==> src/rtl/dclk_rx_pkg.sv <==
// dclk_rx_pkg: dclk link constants shared by dclk_rx and dclk_tx.
package dclk_rx_pkg;
  localparam int PAYLOAD_SIZE = 8;
  localparam int ADDR_SZ = 4;
  localparam int FLIT_W = PAYLOAD_SIZE + ADDR_SZ;
  typedef enum logic [1:0] {IDLE = 2'd0, RECV = 2'd1, HOLD = 2'd2} dclk_state_e;
endpackage

==> src/rtl/dclk_rx_if.sv <==
// dclk_rx_if: received-flit handshake between dclk_rx and the input buffer.
interface dclk_rx_if #(parameter int WIDTH = 8);
  logic [WIDTH-1:0] parallel_out;
  logic rx_valid;
  logic rx_ack;
  modport master(output parallel_out, rx_valid, input rx_ack);
  modport slave(input parallel_out, rx_valid, output rx_ack);
endinterface

==> src/rtl/dclk_sync.sv <==
// dclk_sync: 2-flop synchroniser with async active-low reset.
module dclk_sync (
  input  logic clk,
  input  logic reset,
  input  logic d,
  output logic q
);
  logic meta;
  always_ff @(posedge clk or negedge reset)
    if (!reset) {q, meta} <= 2'b00;
    else {q, meta} <= {meta, d};
endmodule

==> src/rtl/dclk_rx.sv <==
// dclk_rx: serial frame receiver (start bit + WIDTH bits LSB-first) with
// valid/ack flit handoff and channel_busy flow control back to dclk_tx.
module dclk_rx
  import dclk_rx_pkg::*;
#(
  parameter int routerid = -1,
  parameter port = "unknown",
  parameter int WIDTH = FLIT_W,
  parameter bit SYNC_IN = 1'b1
) (
  input  logic clk,
  input  logic reset,
  input  logic serial_in,
  output logic channel_busy,
  output logic rx_active,
  dclk_rx_if.master rx
);
  localparam int CW = $clog2(WIDTH);
  localparam logic [CW-1:0] LAST = CW'(WIDTH - 1);
  if (WIDTH < 4) begin : g_width_chk
    $error("dclk_rx %0d/%s: WIDTH must be at least 4", routerid, port);
  end
  logic s;
  logic last;
  logic [WIDTH-1:0] shreg;
  logic [WIDTH-1:0] shin;
  logic [CW-1:0] bitcnt;
  dclk_state_e state, state_n;
  if (SYNC_IN) begin : g_sync
    dclk_sync u_sync (.clk(clk), .reset(reset), .d(serial_in), .q(s));
  end else begin : g_direct
    assign s = serial_in;
  end
  assign shin = {s, shreg[WIDTH-1:1]};
  assign last = bitcnt == LAST;
  always_ff @(posedge clk or negedge reset)
    if (!reset) state <= IDLE;
    else state <= state_n;
  always_comb begin
    state_n = state;
    state_n = (state == IDLE && s) ? RECV :
              (state == RECV && last) ? HOLD :
              (state == HOLD && rx.rx_ack) ? IDLE : state;
  end
  // Start bit is consumed on the IDLE->RECV edge; every RECV cycle is data.
  always_ff @(posedge clk or negedge reset)
    if (!reset) begin
      shreg <= '0;
      bitcnt <= '0;
      rx.parallel_out <= '0;
      rx.rx_valid <= 1'b0;
      channel_busy <= 1'b0;
      rx_active <= 1'b0;
    end else begin
      if (state == IDLE && s) begin
        bitcnt <= '0;
        rx_active <= 1'b1;
        channel_busy <= 1'b1;
      end
      if (state == RECV) begin
        shreg <= shin;
        bitcnt <= bitcnt + 1'b1;
      end
      if (state == RECV && last) begin
        rx.parallel_out <= shin;
        rx.rx_valid <= 1'b1;
        rx_active <= 1'b0;
      end
      if (state == HOLD && rx.rx_ack) begin
        rx.rx_valid <= 1'b0;
        channel_busy <= 1'b0;
      end
    end
endmodule
==> src/flat_wrapper.sv <==
// flat-port wrapper written by rule: the top's interface ports become plain ports
module dclk_rx_flat import dclk_rx_pkg::*;
#(
  parameter int routerid = -1,
  parameter port = "       ",
  parameter int WIDTH = FLIT_W,
  parameter bit SYNC_IN = 1'b1
)
  (clk, reset, serial_in, channel_busy, rx_active, rx_parallel_out, rx_rx_valid, rx_rx_ack);
  dclk_rx_if #(.WIDTH(WIDTH)) rx_i ();
  input  logic clk;
  input  logic reset;
  input  logic serial_in;
  output logic channel_busy;
  output logic rx_active;
  output wire logic [$bits(rx_i.parallel_out)-1:0] rx_parallel_out;
  output wire logic [$bits(rx_i.rx_valid)-1:0] rx_rx_valid;
  input wire logic [$bits(rx_i.rx_ack)-1:0] rx_rx_ack;
  assign rx_parallel_out = rx_i.parallel_out;
  assign rx_rx_valid = rx_i.rx_valid;
  assign rx_i.rx_ack = rx_rx_ack;
  dclk_rx #(.routerid(routerid), .port(port), .WIDTH(WIDTH), .SYNC_IN(SYNC_IN)) u_core (.clk(clk), .reset(reset), .serial_in(serial_in), .channel_busy(channel_busy), .rx_active(rx_active), .rx(rx_i));
endmodule
==> config.mk <==
export PLATFORM = sky130hd
export DESIGN_NAME = dclk_rx_flat
export DESIGN_NICKNAME = d
export VERILOG_FILES = /design/src/rtl/dclk_rx_pkg.sv /design/src/rtl/dclk_rx_if.sv /design/src/rtl/dclk_sync.sv /design/src/rtl/dclk_rx.sv /design/src/flat_wrapper.sv
export SDC_FILE = /design/constraint.sdc
export NUM_CORES = 1
export LEC_CHECK = 0
export CORE_AREA = 2 2 55 57
export DETAILED_ROUTE_END_ITERATION = 7
export DIE_AREA = 0 0 57 59
export PLACE_DENSITY = 0.8
export SLEW_MARGIN = 20
export SYNTH_ARGS = -nofsm -noshare
export SYNTH_HDL_FRONTEND = slang
export SYNTH_SLANG_ARGS = --single-unit
==> constraint.sdc <==
create_clock -name clk -period 2.3 [get_ports clk]
set_clock_uncertainty 0.15 [all_clocks]
set_input_delay 0.575 -clock clk [delete_from_list [all_inputs] [get_ports clk]]
set_output_delay 0.575 -clock clk [all_outputs]
set_load 0.01 [all_outputs]
==> results.py <==
metrics = {
    "placement": {
        "io_buffers": 18,
        "place_inst": 137,
        "dp_hpwl_um": 1427,
        "place_congestion": 0.7633,
        "pre_cts_ws_ns": 0.3308,
    },
    "global_route": {
        "grt.met2_usage_pct": 21.51,
        "grt.met1_usage_pct": 19.24,
        "use_met3_pct": 5.459,
        "grt_use_total_pct": 14.87,
        "gr-max-usage-layer": "met2",
        "grt_pass1_vias": 773,
        "grt_pass1_wl_um": 3601,
        "antenna_found_initial": 0,
        "grt_max_degree": 35,
        "gr-total-overflow": 0,
    },
    "clock_network": {
        "clk_path_buf_depth": 2,
        "cts_tree": "built",
        "cts_inserted_buffers": 5,
        "clkSinkCount": 34,
        "cts.repair.resized": 0,
        "h-tree-depth": 2,
        "post_cts_buffers": 0,
        "clock_latency_ns": 0.33,
        "cts_root_buffer": "clkbuf_4",
        "clk_pin_slew_ns": 0.10,
        "postCtsHoldBufs": 0,
    },
    "status": {
        "outcome": "completed",
    },
    "sta": {
        "drv_slew": 0,
        "min_period_ns": 2.004,
        "setup_viol": 0,
        "fin_ws_ns": 0.2964,
        "holdWs_ns": 0.2094,
        "tns_ns": 0,
        "rsz0062_at_grt": "false",
        "finalCritPeriodShare_pct": 87.11,
        "worst_slew_pin_slew_ns": 0.7393,
        "hold_viol_final": 0,
        "timing.fmax_mhz": 499.1,
        "slew_headroom_pct": 50.71,
    },
    "routing": {
        "drt-total-wl_um": 2067,
        "num_vias": 749,
        "drc": 0,
        "drtIter0Drc": 2,
        "dr.pass1.iters": 3,
        "post_drt_wl_per_cell_um": 14.35,
        "viasPerCell": 5.201,
        "ant_nets": 0,
    },
    "synthesis": {
        "syn_inst": 89,
        "postSynthNetCount": 94,
        "syn_area_um2": 1330,
        "synth_seq_cells": 34,
        "ys_types": 22,
        "yosys_warnings": 0,
        "syn_avg_cell_area_um2": 14.94,
        "ys_seq_area_share_pct": 63.97,
    },
    "die": {
        "start_util_pct": 49.08,
        "die_x_um": 57,
        "fp.dieArea_um2": 3363,
        "rows": 19,
        "placeableCoreArea_um2": 2710,
        "ios": 19,
        "die_h_um": 59,
    },
    "pwr": {
        "p_int_w": 0.001538,
        "p_seq_share_pct": 47.4,
        "p_per_area_nw_per_um2": 1402,
        "p_comb_share_pct": 39.2,
        "power_frac_clock_pct": 13.4,
        "vdd_ir_drop_max_uv": 771.9,
        "switchingPower_w": 0.0006801,
        "swShare_pct": 30.65,
        "leakage_nw": 0.7280,
    },
    "finish": {
        "drive_gt1_share_pct": 27.43,
        "mostFrequentLayoutCell": "dfrtp_1",
        "layout_common_cells": "dfrtp_1, clkdlybuf4s50_1, mux2_2, nand2_1, mux2_4",
        "seqCellArea_um2": 850.8,
        "final_util_pct": 58.40,
        "synthToLayoutAreaGrowth_pct": 19.00,
        "antennaDiodeCount": 0,
        "fin_nets": 118,
        "nFillCells": 228,
        "multi_input_area_um2": 441.7,
        "final_cells": 144,
    },
    "worst_setup_path": {
        "ff2ff_setup_slack_ns": 0.30,
        "worstSetupStartpointType": "flip-flop",
        "cp_max_fo": 16,
        "worst-r2r-cell-count": 3,
        "worstReg2RegEnd": "u_core.rx.parallel_out[10]$_DFFE_PN0P_",
        "required_ns": 2.36,
        "cp_data_arrival_time_ns": 2.07,
        "crit-reg2reg-launch": "u_core.state[1]$_DFFE_PN0P_",
        "critPathCaptureType": "flip-flop",
        "startpoint": "u_core.state[1]$_DFFE_PN0P_",
        "critical_path_class": "flip-flop to flip-flop",
        "cp-endpoint": "u_core.rx.parallel_out[10]$_DFFE_PN0P_",
    },
    "job": {
        "drv_cap": 0,
    },
    "hold_path": {
        "hp-start": "u_core.g_sync.u_sync.meta$_DFF_PN0_",
        "min_path_cells": 0,
        "hold_path.class": "flip-flop to flip-flop",
    },
}
## critical path, cell delays in order (launching register included)
cell and delay [ns]:
dfrtp_1 0.45, nand2b_2 0.20, or3_1 0.67, mux2_4 0.41
## cells in the mapped netlist, drive strengths merged
cell type  instances  area [um^2]
nand3              2        10.01
buf                2        22.52
nand2              7        26.28
nand2b             2        15.02
nor2               1        3.750
dfrtp             34        850.8
a32o               1        10.01
o21bai             1        7.510
and3               1        6.260
a2bb2oi            1        8.760
mux2              23        281.5
ha                 1        12.51
clkbuf             1        3.750
o21ai              3        15.01
a21o               2        15.01
a21oi              1        5.000
or3                1        6.260
inv                3        11.26
o311ai             1        8.760
mux2i              1        10.01
## worst min path at each step
stage,to
floorplan,u_core.bitcnt[0]$_DFFE_PN0P_
global placement,u_core.g_sync.u_sync.q$_DFF_PN0_
detailed placement,u_core.g_sync.u_sync.q$_DFF_PN0_
CTS,u_core.g_sync.u_sync.q$_DFF_PN0_
global route,u_core.g_sync.u_sync.q$_DFF_PN0_
finish,u_core.g_sync.u_sync.q$_DFF_PN0_
## kinds of logic after synthesis
kind of cell | Yosys count | share of synthesized area, %
flops | 34 | 63.97
fa+ha+maj | 1 | 0.9406
mux | 24 | 21.92
buf+inv | 6 | 2.822
compound gates | 10 | 5.268
simple gates | 14 | 5.081
## sequential cells by signal, summed over array words and instances (netlist names)
name                       count
u_core.rx.parallel_out        12
u_core.state                   2
u_core.g_sync.u_sync.q         1
u_core.rx.rx_valid             1
u_core.rx_active               1
u_core.bitcnt                  4
u_core.channel_busy            1
u_core.shreg                  11
u_core.g_sync.u_sync.meta      1
## per-layer routing
| metal | routed length [um] | part of all wire (%) | vias to the layer above |
|---|---|---|---|
| li1 | - | - | 360 |
| met4 | 59 | 2.9 | 0 |
| met3 | 79 | 3.8 | 8 |
| met1 | 940 | 45 | 368 |
| met5 | 0 | 0 | - |
| met2 | 988 | 48 | 13 |
## through the flow
| step | instance area, um^2 | total power [W] |
|---|---|---|
| after floorplan | 1330 | 0.001582 |
| after global placement | 1538 | 0.001901 |
| after detailed placement | 1538 | 0.001951 |
| after CTS | 1583 | 0.002253 |
| after global routing | 1583 | 0.002379 |
| final | 1583 | 0.002219 |
## cell type report
type	instances	share of cell area, %
flip-flops and latches	34	53.75
multi-input cells	49	27.91
repair buffers	20	12.33
clock buffers	7	2.846
well taps	31	2.451
inverters	3	0.7115
## power by group through the flow
stage	Clock [W]	Sequential (W)	Combinational (W)
2_1_floorplan	0	0.00108	0.000505
3_3_place_gp	0	0.00105	0.000848
3_5_place_dp	0	0.00107	0.000881
4_1_cts	0.000312	0.00106	0.000884
5_1_grt	0.000343	0.00110	0.000940
6_report	0.000298	0.00105	0.000869
Power figures use the tool's default switching activity.
